## src/rtl/udp_frame_pattern_gen_pkg.sv

```systemverilog
// Shared types and helpers for the UDP test-frame pattern generator.
// Holds the FSM state enum, header sizing, PRBS-9 constants and a saturating add.
package udp_test_pkg;

  typedef enum logic [1:0] {
    ST_IDLE,
    ST_HDR,
    ST_PAYLOAD,
    ST_GAP
  } state_e;

  // Channel-id byte that precedes the sequence bytes.
  localparam int HDR_CH_BYTES = 1;

  // PRBS-9, x^9 + x^5 + 1: feedback from bits 8 and 4.
  localparam logic [8:0] PRBS9_SEED  = 9'h1FF;
  localparam int         PRBS9_TAP_A = 8;
  localparam int         PRBS9_TAP_B = 4;

  function automatic int hdr_len(input int seq_w);
    return HDR_CH_BYTES + seq_w / 8;
  endfunction

  function automatic logic [31:0] sat_add32(
    input logic [31:0] a,
    input logic [31:0] b
  );
    logic [32:0] s;
    s = {1'b0, a} + {1'b0, b};
    return s[32] ? 32'hFFFF_FFFF : s[31:0];
  endfunction

endpackage

```

## src/rtl/udp_frame_pattern_gen_if.sv

```systemverilog
// Byte-stream (AXI-Stream style) link out of the pattern generator.
// master drives tdata/tvalid/tlast/tuser, slave drives tready.
interface udp_frame_pattern_gen_if #(
  parameter int CH_W = 2
);
  logic [7:0]      tdata;
  logic            tvalid;
  logic            tready;
  logic            tlast;
  logic [CH_W-1:0] tuser;

  modport master (
    output tdata, tvalid, tlast, tuser,
    input  tready
  );

  modport slave (
    input  tdata, tvalid, tlast, tuser,
    output tready
  );
endinterface

```

## src/rtl/udp_frame_pattern_gen_prbs9.sv

```systemverilog
// udp_prbs9_byte: PRBS-9 (x^9+x^5+1) source producing 8 bits per step.
// load_i seeds, step_i advances 8 bits; byte_o is the next byte (first bit in MSB).
module udp_prbs9_byte
  import udp_test_pkg::*;
(
  input  logic       clk_i,
  input  logic       rst_i,
  input  logic       load_i,
  input  logic       step_i,
  input  logic [8:0] seed_i,
  output logic [7:0] byte_o
);

  logic [8:0] lfsr_q;
  logic [8:0] lfsr_d;
  logic       fb;

  always_comb begin
    lfsr_d = lfsr_q;
    byte_o = '0;
    fb     = 1'b0;
    for (int b = 0; b < 8; b++) begin
      fb     = lfsr_d[PRBS9_TAP_A] ^ lfsr_d[PRBS9_TAP_B];
      byte_o = {byte_o[6:0], fb};
      lfsr_d = {lfsr_d[7:0], fb};
    end
  end

  always_ff @(posedge clk_i) begin
    if (rst_i)       lfsr_q <= PRBS9_SEED;
    else if (load_i) lfsr_q <= seed_i;
    else if (step_i) lfsr_q <= lfsr_d;
  end

endmodule

```

## src/rtl/udp_frame_pattern_gen.sv

```systemverilog
// udp_frame_pattern_gen: round-robin test-frame source over N_CH channels.
// Frame = [ch id][seq bytes, MSB first][payload]; payload is seq[7:0]+i,
// or PRBS-9 when UDP_PATGEN_PRBS_EN is defined.
// Ports: sys_clk/sys_rst (sync, active-high), link_up, start/stop pulses,
// cfg_len/cfg_gap/cfg_frames (latched at start), m (stream master),
// busy, done (1-cycle), frames_sent (saturating).
module udp_frame_pattern_gen
  import udp_test_pkg::*;
#(
  parameter  int DATA_W = 8,
  parameter  int N_CH   = 4,
  parameter  int LEN_W  = 11,
  parameter  int SEQ_W  = 16,
  localparam int CH_W   = (N_CH > 1) ? $clog2(N_CH) : 1
) (
  input  logic             sys_clk,
  input  logic             sys_rst,
  input  logic             link_up,
  input  logic             start,
  input  logic             stop,
  input  logic [LEN_W-1:0] cfg_len,
  input  logic [7:0]       cfg_gap,
  input  logic [15:0]      cfg_frames,
  udp_frame_pattern_gen_if.master m,
  output logic             busy,
  output logic             done,
  output logic [31:0]      frames_sent
);

  localparam int SEQ_B = SEQ_W / 8;
  localparam int IDX_W = 16;
  localparam logic [IDX_W-1:0] HDR_LEN = IDX_W'(hdr_len(SEQ_W));

  state_e            state_q;
  logic [CH_W-1:0]   ch_q;
  logic [SEQ_W-1:0]  seq_q [N_CH];
  logic [IDX_W-1:0]  idx_q;
  logic [IDX_W-1:0]  last_idx_q;
  logic [7:0]        gap_q;
  logic [7:0]        gap_cnt_q;
  logic [15:0]       nframes_q;
  logic              stop_pend_q;
  logic [DATA_W-1:0] tdata_q;
  logic              tvalid_q;
  logic              tlast_q;
  logic [CH_W-1:0]   tuser_q;
  logic              busy_q;
  logic              done_q;
  logic [31:0]       frames_q;

  logic              hs;
  logic [SEQ_W-1:0]  cur_seq;
  logic [IDX_W-1:0]  idx_d;
  logic [CH_W-1:0]   ch_d;
  logic [31:0]       frames_d;
  logic [LEN_W-1:0]  len_eff;
  logic [7:0]        pay_byte;
  logic [7:0]        byte_d;
  logic              end_run;

  assign hs       = tvalid_q & m.tready;
  assign cur_seq  = seq_q[ch_q];
  assign idx_d    = idx_q + 1'b1;
  assign ch_d     = (ch_q == CH_W'(N_CH - 1)) ? '0 : ch_q + 1'b1;
  assign frames_d = sat_add32(frames_q, 32'd1);
  assign len_eff  = (cfg_len == '0) ? LEN_W'(1) : cfg_len;

  // Run ends after the frame whose tlast is handshaking now.
  assign end_run = stop_pend_q | stop | ~link_up |
                   ((nframes_q != '0) &&
                    (frames_d == {16'h0, nframes_q}));

`ifdef UDP_PATGEN_PRBS_EN
  logic prbs_load;
  logic prbs_step;
  logic [7:0] prbs_byte;

  // Reseed while the header is on the wire; step per payload byte loaded.
  assign prbs_step = hs & ~tlast_q & (idx_d >= HDR_LEN);
  assign prbs_load = (state_q == ST_HDR) & ~prbs_step;

  udp_prbs9_byte u_prbs (
    .clk_i  (sys_clk),
    .rst_i  (sys_rst),
    .load_i (prbs_load),
    .step_i (prbs_step),
    .seed_i (PRBS9_SEED ^ {1'b0, cur_seq[7:0]}),
    .byte_o (prbs_byte)
  );

  assign pay_byte = prbs_byte;
`else
  assign pay_byte = cur_seq[7:0] + 8'(idx_d - HDR_LEN);
`endif

  // Byte to present after the current one is accepted.
  always_comb begin
    byte_d = pay_byte;
    for (int k = 0; k < SEQ_B; k++) begin
      if (idx_d == IDX_W'(k + 1))
        byte_d = cur_seq[SEQ_W-1-8*k -: 8];
    end
  end

  always_ff @(posedge sys_clk) begin
    if (sys_rst) begin
      state_q     <= ST_IDLE;
      ch_q        <= '0;
      idx_q       <= '0;
      last_idx_q  <= '0;
      gap_q       <= '0;
      gap_cnt_q   <= '0;
      nframes_q   <= '0;
      stop_pend_q <= 1'b0;
      tdata_q     <= '0;
      tvalid_q    <= 1'b0;
      tlast_q     <= 1'b0;
      tuser_q     <= '0;
      busy_q      <= 1'b0;
      done_q      <= 1'b0;
      frames_q    <= '0;
      for (int c = 0; c < N_CH; c++)
        seq_q[c] <= '0;
    end else begin
      done_q <= 1'b0;
      unique case (state_q)
        ST_IDLE: begin
          if (start && link_up) begin
            last_idx_q  <= HDR_LEN - 1'b1 + IDX_W'(len_eff);
            gap_q       <= cfg_gap;
            nframes_q   <= cfg_frames;
            frames_q    <= '0;
            stop_pend_q <= 1'b0;
            busy_q      <= 1'b1;
            state_q     <= ST_HDR;
            idx_q       <= '0;
            tvalid_q    <= 1'b1;
            tlast_q     <= 1'b0;
            tdata_q     <= DATA_W'(ch_q);
            tuser_q     <= ch_q;
          end
        end
        ST_HDR, ST_PAYLOAD: begin
          if (stop) stop_pend_q <= 1'b1;
          if (hs && tlast_q) begin
            seq_q[ch_q] <= cur_seq + 1'b1;
            ch_q        <= ch_d;
            frames_q    <= frames_d;
            tlast_q     <= 1'b0;
            if (end_run) begin
              state_q  <= ST_IDLE;
              tvalid_q <= 1'b0;
              busy_q   <= 1'b0;
              done_q   <= 1'b1;
            end else if (gap_q == 8'd0) begin
              state_q <= ST_HDR;
              idx_q   <= '0;
              tdata_q <= DATA_W'(ch_d);
              tuser_q <= ch_d;
            end else begin
              state_q   <= ST_GAP;
              gap_cnt_q <= gap_q;
              tvalid_q  <= 1'b0;
            end
          end else if (hs) begin
            idx_q   <= idx_d;
            tdata_q <= byte_d;
            tlast_q <= (idx_d == last_idx_q);
            if (idx_d >= HDR_LEN) state_q <= ST_PAYLOAD;
          end
        end
        ST_GAP: begin
          if (stop || !link_up) begin
            state_q <= ST_IDLE;
            busy_q  <= 1'b0;
            done_q  <= 1'b1;
          end else if (gap_cnt_q == 8'd1) begin
            state_q  <= ST_HDR;
            idx_q    <= '0;
            tvalid_q <= 1'b1;
            tdata_q  <= DATA_W'(ch_q);
            tuser_q  <= ch_q;
          end else begin
            gap_cnt_q <= gap_cnt_q - 1'b1;
          end
        end
        default: state_q <= ST_IDLE;
      endcase
    end
  end

  assign m.tdata     = tdata_q;
  assign m.tvalid    = tvalid_q;
  assign m.tlast     = tlast_q;
  assign m.tuser     = tuser_q;
  assign busy        = busy_q;
  assign done        = done_q;
  assign frames_sent = frames_q;

endmodule

```

## src/flat_wrapper.sv

```systemverilog
// flat-port wrapper written by rule: the top's interface ports become plain ports
module udp_frame_pattern_gen_flat import udp_test_pkg::*;
#(
  parameter  int DATA_W = 8,
  parameter  int N_CH   = 4,
  parameter  int LEN_W  = 11,
  parameter  int SEQ_W  = 16,
  localparam int CH_W   = (N_CH > 1) ? $clog2(N_CH) : 1
)
  (sys_clk, sys_rst, link_up, start, stop, cfg_len, cfg_gap, cfg_frames, busy, done, frames_sent, m_tdata, m_tvalid, m_tlast, m_tuser, m_tready);
  udp_frame_pattern_gen_if #(.CH_W(2)) m_i ();
  input  logic sys_clk;
  input  logic sys_rst;
  input  logic link_up;
  input  logic start;
  input  logic stop;
  input  logic [LEN_W-1:0] cfg_len;
  input  logic [7:0] cfg_gap;
  input  logic [15:0] cfg_frames;
  output logic busy;
  output logic done;
  output logic [31:0] frames_sent;
  output wire logic [$bits(m_i.tdata)-1:0] m_tdata;
  output wire logic [$bits(m_i.tvalid)-1:0] m_tvalid;
  output wire logic [$bits(m_i.tlast)-1:0] m_tlast;
  output wire logic [$bits(m_i.tuser)-1:0] m_tuser;
  input wire logic [$bits(m_i.tready)-1:0] m_tready;
  assign m_tdata = m_i.tdata;
  assign m_tvalid = m_i.tvalid;
  assign m_tlast = m_i.tlast;
  assign m_tuser = m_i.tuser;
  assign m_i.tready = m_tready;
  udp_frame_pattern_gen #(.DATA_W(DATA_W), .N_CH(N_CH), .LEN_W(LEN_W), .SEQ_W(SEQ_W)) u_core (.sys_clk(sys_clk), .sys_rst(sys_rst), .link_up(link_up), .start(start), .stop(stop), .cfg_len(cfg_len), .cfg_gap(cfg_gap), .cfg_frames(cfg_frames), .m(m_i), .busy(busy), .done(done), .frames_sent(frames_sent));
endmodule
```

## config.mk

```make
export PLATFORM = sky130hd
export DESIGN_NAME = udp_frame_pattern_gen_flat
export DESIGN_NICKNAME = d
export VERILOG_FILES = /design/src/rtl/udp_frame_pattern_gen_pkg.sv /design/src/rtl/udp_frame_pattern_gen_if.sv /design/src/rtl/udp_frame_pattern_gen_prbs9.sv /design/src/rtl/udp_frame_pattern_gen.sv /design/src/flat_wrapper.sv
export SDC_FILE = /design/constraint.sdc
export NUM_CORES = 1
export LEC_CHECK = 0
export CAP_MARGIN = 40
export CORE_UTILIZATION = 50
export CTS_CLUSTER_DIAMETER = 60
export CTS_CLUSTER_SIZE = 30
export DETAILED_ROUTE_END_ITERATION = 10
export MAX_ROUTING_LAYER = met4
export PLACE_DENSITY_LB_ADDON = 0.08
export SETUP_SLACK_MARGIN = 0.05
export SLEW_MARGIN = 20
export SYNTH_ARGS = -nofsm -noshare
export SYNTH_HDL_FRONTEND = slang
export SYNTH_HIERARCHICAL = 1
export SYNTH_SLANG_ARGS = --single-unit
```

## constraint.sdc

```tcl
create_clock -name sys_clk -period 5.2 [get_ports sys_clk]
set_clock_uncertainty 0.05 [all_clocks]
set_input_delay 1.04 -clock sys_clk [delete_from_list [all_inputs] [get_ports sys_clk]]
set_output_delay 1.04 -clock sys_clk [all_outputs]
set_load 0.05 [all_outputs]
```

Yosys cells after proc, flatten, opt, wreduce, memory -nomap -nowiden
Memory sizes are Yosys's and may differ from the RTL's. A register that Yosys moved wholly into a read port is not among the register bits.
Index checks and enable logic that the tools add are counted.
- register bits: 115
- bits in latches: 0
- bits in writable memories: 64
- ROM bits: 0
- output and inout port bits: 46
- logic and storage cells: 158
- memories kept: 1
- memories (memory ; words ; bits a word ; read ports ; clocked after memory_dff ; write ports ; RTL line ; text):
    u_core.seq_q ; 4 ; 16 ; 1 ; 1 ; 4 ; udp_frame_pattern_gen.sv:36 ; logic [SEQ_W-1:0] seq_q [N_CH];
- add/subtract/negate cells: 8
- multipliers: 0
- div/mod/pow operators: 0
- $lt $le $gt $ge: 1
- equality and inequality tests: 26
- shift operators: 0
- mux-type cells: 78
- bitwise operators: 5
- reductions and logical operators: 24
- operators by type and width (kind ; number):
    $mux 16 ; 8
    $mux 8 ; 14
    $mux 32 ; 3
    $pmux 32 s2 ; 1
    $pmux 16 s3 ; 1
    $mux 2 ; 18
    $add 32x1->33 const B ; 1
    $add 16x1->16 const B ; 2
    $eq 32x16->1 ; 1
    $pmux 8 s3 ; 1
    $mux 1 ; 23
    $reduce_and 6->1 ; 3
    $eq 16x1->1 const B ; 1
    $eq 16x16->1 ; 1
    $eq 16x2->1 const B ; 1
    $ge 16x2->1 const B ; 1
    $pmux 8 s2 ; 1
    $reduce_bool 16->1 ; 1
    $reduce_or 16->1 ; 1
    $add 2x11->12 const A ; 1
    $ne 2x1->1 const B ; 6
    $pmux 2 s3 ; 2
    $logic_not 11->1 ; 1
    $mux 11 ; 1
    other kinds (27) ; 48

Logic depth before layout (Yosys ltp)
Gate-level depths: netlist of the first run.
- depth after elaboration: 8
- gate-level depth with buffers: 19
- gate-level depth less buffers: 17

Least setup slack after synthesis of the first run
Ideal clock, no wire load.
- kind: reg-to-reg
- start point: reg with a tool-made name
- end point: reg u_core.tdata_q[7] (netlist: u_core/m.tdata[7])
- setup time: 116 ps
- data arrival time: 3570 ps
- required time: 5034 ps
- path slack: 1464 ps
- cell stages (with the launch flop): 18
- path buffers: 2
- path through: dfxtp_1 -> clkbuf_1 -> buf_2 -> mux4_2 -> ha_1 -> ha_1 -> inv_1 -> fa_1 -> inv_1 -> a21o_1 -> a21oi_1 -> o21bai_1 -> a21oi_1 -> xnor2_1 -> a22oi_1 -> nor2_1 -> a31oi_1 -> a41o_1
- RTL lines (item ; RTL line ; text):
    to (signal assigned) ; udp_frame_pattern_gen.sv:139 ; tdata_q <= DATA_W'(ch_q);
    to (signal assigned) ; udp_frame_pattern_gen.sv:158 ; tdata_q <= DATA_W'(ch_d);
    to (signal assigned) ; udp_frame_pattern_gen.sv:167 ; tdata_q <= byte_d;
    to (decl) ; udp_frame_pattern_gen.sv:43 ; logic [DATA_W-1:0] tdata_q;

Worst setup path after layout of the first run
- start point: reg u_core.frames_q[0] (netlist: u_core/frames_sent[0])
- end point: reg u_core.tdata_q[6] (netlist: u_core/m.tdata[6])
- longest elaborated chain between the ends: 7
- ends and longest elaborated chain (item ; RTL line ; text):
    from (decl) ; udp_frame_pattern_gen.sv:49 ; logic [31:0] frames_q;
    from (signal assigned) ; udp_frame_pattern_gen.sv:148 ; frames_q <= frames_d;
    $add 32x1->33 ; udp_frame_pattern_gen_pkg.sv:29 ; s = {1'b0, a} + {1'b0, b};
    $mux 32 ; udp_frame_pattern_gen_pkg.sv:30 ; return s[32] ? 32'hFFFF_FFFF : s[31:0];
    $eq 32x16->1 ; udp_frame_pattern_gen.sv:71 ; (frames_d == {16'h0, nframes_q}));
    $logic_and 1x1->1 ; udp_frame_pattern_gen.sv:70 ; ((nframes_q != '0) &&
    $or 1x1->1 ; udp_frame_pattern_gen.sv:69 ; assign end_run = stop_pend_q | stop | ~link_up |
    $ne 3x3->1 (no source line) ; n/a ;
    $reduce_and 6->1 (no source line) ; n/a ;
No other way between the ends.
A chain may end at the register's enable or synchronous reset.

==> impl_metrics.yaml, run 1 <==
sta:
  timing.final.crit_period_ns: 4.26
  final-setup-viol-count: 0
  timing.fmax_mhz: 235
  timing.final.hold_violations: 0
  grt_setup_unrepaired: "false"
  normalized_max_slew_margin: 0.369
  final_max_slew_viol_count: 0
  fin_crit_sh: 0.820
  setup_ws_ns: 0.937
  totalNegativeSetupSlack_ns: 0
  worstMarginPinSlew_ns: 0.922
clock_tree:
  cts_buffers: 17
  cts_root_buf: "sky130_fd_sc_hd__clkbuf_16"
  post_cts_buffers: 0
  holdBufCountCts: 0
  cts_tree: "built"
  maximum_root_to_sink_buffer_count: 2
  ctsHtreeMaxLevel: 4
  cts.clk_slew.worst_paths_ns: 0.08
  clk-insertion-delay-late_ns: 0.44
  postCtsResizedCells: 0
  clock_sink_count: 177
synthesis:
  syn-instance-count: 1240
  post_synth_num_cell_types: 81
  post-synth-top-count-cell: "sky130_fd_sc_hd__nor2_1"
  synth_top_cell_area_share: 0.217
  post_synthesis_sequential_element_count: 177
  syn-mean-instance-area_um2: 8.41
  synth_flop_cell: "sky130_fd_sc_hd__dfxtp_1"
  synth_largest_area_cell: "sky130_fd_sc_hd__dfxtp_1"
  synth_edf_count: 64
  most_numerous_cell_types_in_the_synthesized_netlist: "162 x sky130_fd_sc_hd__nor2_1, 152 x sky130_fd_sc_hd__nand2_1, 113 x sky130_fd_sc_hd__dfxtp_1"
  seq_area_frac_synth: 0.401
  synth_async_sr_flop_share: 0
  postSynthNetCount: 1308
  synth-warning-count: 6
  post_synth_design_cell_area_mm2: 0.0104
  synth.top_cells.by_area: "sky130_fd_sc_hd__dfxtp_1 22%, sky130_fd_sc_hd__edfxtp_1 18%, sky130_fd_sc_hd__nor2_1 5.8%"
global_route:
  first_global_vias: 8346
  first_pass_grt_wire_length_um: 44800
  overflow: 0
  grt_antenna_before_repair: 0
  pin_count_of_the_biggest_net_entering_global_routing: 55
  grt_use_total: 0.272
critical_path:
  critical-path-max-stage-delay_ns: 0.68
  critical_path.max_fanout: 36
  timing.critical_path.cells: "ha_1, nand4_2, or3_1, or3_1, and4b_1, a311o_1, o211ai_2, o211ai_2, a21oi_4, buf_4, nor3b_1, a31o_2"
  cp.required_ns: 5.48
  reg2reg_slack_ns: 0.94
  worstPathBufferInverterCount: 1
  startpoint_types: "flip-flop"
  critical-path-top-delay-family: "simple AND/OR/NAND/NOR gates"
  critical_path.slowest_cell: "sky130_fd_sc_hd__or3_1"
  criticalPathCategory: "flip-flop to flip-flop"
  worst-endpoint-arrival_ns: 4.55
  cp-end-kind: "flip-flop"
run_status:
  outcome: "completed"
floorplanning:
  fp.dieArea_mm2: 0.0214
  die_width_um: 146
  chipHeight_um: 146
  design.core.area_mm2: 0.0204
  boundary_pin_count: 87
  placementRows: 52
  start_util: 0.512
placement:
  gp_congestion: 0.888
  place_hpwl_um: 19600
  dpl_worst_slack_ns: 1.03
  numPortBuffers: 86
power:
  ir_worst_vdd_v: 0.000193
  p_leak_nw: 4.31
  power_per_cell_area_mw_per_mm2: 328
detailed_routing:
  vias_per_cell: 5.95
  num_vias: 9319
  avgRoutedWirePerCell_um: 18.0
  route.antenna.remaining_nets: 0
  totalWireLength_um: 28300
  drc: 0
  firstDrtPassIters: 5
  drt_iter0_drc: 806
final_layout:
  fillerInstances: 1846
  n_antenna_cell: 0
  design.final.nets: 1351
  area.growth.synth_to_final_pct: 16.4
  layout-drive-gt1-share: 0.0772
hold_path:
  timing.hold.worst.class: "flip-flop to flip-flop"
flow_run:
  cap_violations: 0
[per-layer routing]
metal	vias up	part of all wire	track usage	wire, um
li1	4542	-	-	-
met5	-	0	-	0
met1	4413	0.48	0.390	13400
met4	0	0.012	0.0661	333
met3	28	0.074	0.0516	2100
met2	336	0.44	0.392	12400
[layout make-up]
| class | count | area, um2 | area share |
|---|---|---|---|
| clock buffer | 17 | 425 | 0.0350 |
| inverter | 58 | 218 | 0.0179 |
| tap | 270 | 338 | 0.0278 |
| sequential | 177 | 4180 | 0.345 |
| multi-input combinational | 919 | 5690 | 0.468 |
| clock inverter | 15 | 216 | 0.0178 |
| timing repair buffer | 110 | 1070 | 0.0884 |
[registers in the layout, indices dropped and copies added (netlist names), named ones only]
signal and cells:
u_core/state_q 2, u_core/frames_sent 32, u_core/done 1, u_core/last_idx_q 12, u_core/gap_cnt_q 8, u_core/busy 1
u_core/gap_q 8, u_core/m.tuser 2, u_core/m.tdata 8, u_core/idx_q 16, u_core/m.tvalid 1, u_core/m.tlast 1
u_core/ch_q 2, u_core/nframes_q 16, u_core/stop_pend_q 1, u_core/seq_q 64
[stage by stage]
step / hold slack [ns] / total power, mW / util / cell area [um2] / cells
final: 0.410 / 3.98 / 0.596 / 12100 / 1566
after detailed placement: 0.399 / 2.59 / 0.564 / 11500 / 1533
after global placement: 0.396 / 2.57 / 0.561 / 11400 / 1530
after floorplan: 0.385 / 2.30 / - / 10400 / 1240
after global routing: 0.442 / 4.17 / 0.596 / 12100 / 1566
after CTS: 0.412 / 4.00 / 0.595 / 12100 / 1565
[report_power, final]
| part | leakage (nW) | switching, mW | internal, mW |
|---|---|---|---|
| sequential | 1.58 | 0.0727 | 1.52 |
| combinational | 2.42 | 0.648 | 0.330 |
| clock | 0.316 | 0.658 | 0.752 |
[cells in the final DEF (no fill, tap or decap), types with 37 or more instances in the layout]
cell type                         count
sky130_fd_sc_hd__a21oi_1             93
sky130_fd_sc_hd__clkdlybuf4s50_1     85
sky130_fd_sc_hd__dfxtp_1            113
sky130_fd_sc_hd__edfxtp_1            64
sky130_fd_sc_hd__inv_1               58
sky130_fd_sc_hd__nand2_1            152
sky130_fd_sc_hd__nand3_1             37
sky130_fd_sc_hd__nor2_1             161
sky130_fd_sc_hd__o21ai_0             65
sky130_fd_sc_hd__xnor2_1             49
[worst paths after layout]
kind / depth (start not counted) / startpoint / to
worst max-delay path: 12 / u_core/frames_sent[0] / u_core/m.tdata[6]
worst min-delay path: 2 / u_core/m.tdata[2] / u_core/m.tdata[2]
worst max register to register: 12 / u_core/frames_sent[0] / u_core/m.tdata[6]
worst min register to register: 2 / u_core/m.tdata[2] / u_core/m.tdata[2]
[logic make-up after synthesis]
group                    share of synthesized area
flip-flops                                   0.401
XOR/XNOR                                    0.0601
adder cells (fa/ha/maj)                     0.0331
multiplexers                                0.0433
buffers and inverters                       0.0550
AO/OA/AOI/OAI                                0.172
AND/OR/NAND/NOR                              0.236
[worst reg2reg max path, delay by kind of cell, from the launching register on]
kind                       cells  cell delay (ns)
and+or+nand+nor                5             1.97
DFF                            1             0.46
buffers and inverters          1             0.37
adders and majority gates      1             0.31
AOI/OAI and AO/OA              5             0.99
(Power assumes the default switching activity.)
==> inputs of run 2 (changes only) <==
- clock period: 5.2 -> 3.7 ns (I/O delays scaled with it)
==> run 2 against run 1 <==
Compared with the run above:
- sequential cell count stayed put
- largest power group unchanged
- register-to-register slack lost 0.68 ns
- first-iteration DRC count increased by 15%
- critical endpoint is now u_core/gap_cnt_q[4]
- maximum frequency rose by 24%
==> impl_metrics.yaml, run 2 (same netlist as run 1, synthesis figures left out) <==
sta:
  worstMarginPinSlew_ns: 0.792
  normalized_max_slew_margin: 0.472
  grt_setup_unrepaired: "false"
  timing.final.hold_violations: 0
  final.hold.worst_slack_ns: 0.411
  fin_crit_sh: 0.931
  timing.fmax_mhz: 290
  final_max_slew_viol_count: 0
  final-setup-viol-count: 0
  totalNegativeSetupSlack_ns: 0
  timing.final.crit_period_ns: 3.44
run_status:
  outcome: "completed"
detailed_routing:
  num_vias: 9657
  drc: 0
  totalWireLength_um: 29500
  avgRoutedWirePerCell_um: 18.0
  vias_per_cell: 5.90
  firstDrtPassIters: 5
  route.antenna.remaining_nets: 0
  drt_iter0_drc: 925
clock_tree:
  maximum_root_to_sink_buffer_count: 2
  cts_root_buf: "sky130_fd_sc_hd__clkbuf_16"
  cts.clk_slew.worst_paths_ns: 0.08
  clock_sink_count: 177
  cts_buffers: 17
  clk-insertion-delay-late_ns: 0.44
  ctsHtreeMaxLevel: 4
  cts_tree: "built"
critical_path:
  timing.rr.end: "u_core/gap_cnt_q[4]"
  startpoint_types: "flip-flop"
  critical_path.slowest_cell: "sky130_fd_sc_hd__or3_1"
  critical-path-max-stage-delay_ns: 0.42
  critical_path.max_fanout: 8
  cp-end-kind: "flip-flop"
  r2r_start: "u_core/frames_sent[0]"
  reg2reg_slack_ns: 0.26
  worst-endpoint-arrival_ns: 3.75
  criticalPathCategory: "flip-flop to flip-flop"
  worst_reg_to_reg_cells: 13
  timing.critical_path.cells: "ha_1, nand4_2, or3_1, or3_1, buf_4, and3_1, nor3_1, o211ai_2, buf_4, a21oi_1, a21boi_2, o221a_2, o31ai_1"
  cp.required_ns: 4.01
  crit_path_start: "u_core/frames_sent[0]"
placement:
  numPortBuffers: 86
  place_hpwl_um: 21000
  gp_congestion: 0.951
floorplanning:
  fp.dieArea_mm2: 0.0214
  chipHeight_um: 146
  design.core.area_mm2: 0.0204
  start_util: 0.512
  die_width_um: 146
  boundary_pin_count: 87
  placementRows: 52
flow_run:
  cap_violations: 0
power:
  ir_worst_vdd_v: 0.000275
  p_leak_nw: 4.66
  power_per_cell_area_mw_per_mm2: 441
  overall_power_consumption_mw: 5.58
global_route:
  first_pass_grt_wire_length_um: 47700
  grt_antenna_before_repair: 0
  first_global_vias: 9047
  overflow: 0
  pin_count_of_the_biggest_net_entering_global_routing: 72
  grt_use_total: 0.289
final_layout:
  largest-register: "u_core/seq_q"
  layout-drive-gt1-share: 0.129
  n_antenna_cell: 0
  area.growth.synth_to_final_pct: 21.4
  multi_input_area_mm2: 0.00569
  ff_latch_area_mm2: 0.00419
  most_frequent_cells_in_the_layout: "161 x sky130_fd_sc_hd__nor2_1, 152 x sky130_fd_sc_hd__nand2_1, 110 x sky130_fd_sc_hd__dfxtp_1, 92 x sky130_fd_sc_hd__buf_4, 91 x sky130_fd_sc_hd__a21oi_1"
  layout_commonest_cell: "sky130_fd_sc_hd__nor2_1"
  design.final.nets: 1423
  largest_register_ff_count: 64
  fillerInstances: 1785
hold_path:
  hold_depth: 2
  timing.hold.worst.class: "flip-flop to flip-flop"
  timing.hold.worst.start: "u_core/m.tdata[2]"
  hold_path_end: "u_core/m.tdata[2]"
[run 2: power by group]
group | internal [mW] | switching, mW | leakage [nW]
clock | 0.918 | 0.913 | 0.293
sequential | 2.13 | 0.104 | 1.58
combinational | 0.562 | 0.952 | 2.79
[run 2: what timing repair did]
action,4_1_cts,5_1_grt
hold buffers,0,0
resized for setup,0,5
buffers inserted,0,4
setup endpoints to repair,0,8
[run 2: how the worst max path moves through the flow]
stage	to	slack, ns	cells after the start
final	u_core/gap_cnt_q[4]	0.26	13
after global routing	u_core/gap_cnt_q[3]	0.06	13
after CTS	u_core/m.tdata[6]	0.21	15
after detailed placement	u_core/m.tdata[6]	0.23	15
after global placement	u_core/m.tdata[4]	0.14	12
after floorplan	u_core/m.tdata[7]	0.06	17
[run 2: cell type report]
class	instances	area share
clock buffers	17	0.0336
multi-input cells	919	0.449
inverters	58	0.0172
flip-flops and latches	177	0.331
well taps	270	0.0267
repair buffers	182	0.129
clock inverters	15	0.0135
[run 2: worst max-delay path, delay by kind of cell (launching register included)]
| family | cells | cell delay, ns |
|---|---|---|
| DFF | 1 | 0.40 |
| adders and majority gates | 1 | 0.21 |
| AOI/OAI and AO/OA | 5 | 1.09 |
| buffers and inverters | 2 | 0.33 |
| and+or+nand+nor | 5 | 1.28 |
[run 2: metal layers]
layer | global-route usage | up-vias | wire [um] | share of wire
li1 | - | 4678 | - | -
met1 | 0.418 | 4569 | 14200 | 0.48
met2 | 0.413 | 378 | 12600 | 0.43
met3 | 0.0506 | 32 | 2300 | 0.078
met4 | 0.0797 | 0 | 459 | 0.016
met5 | - | - | 0 | 0
[run 2: metrics by stage]
step | worst slack, ns | utilization | instance area, um2 | std cells
floorplan | 0.0563 | - | 10400 | 1240
global placement | 0.142 | 0.587 | 12000 | 1599
global route | 0.0608 | 0.622 | 12700 | 1638
finish | 0.256 | 0.622 | 12700 | 1638
detailed placement | 0.229 | 0.590 | 12000 | 1602
CTS | 0.208 | 0.619 | 12600 | 1634
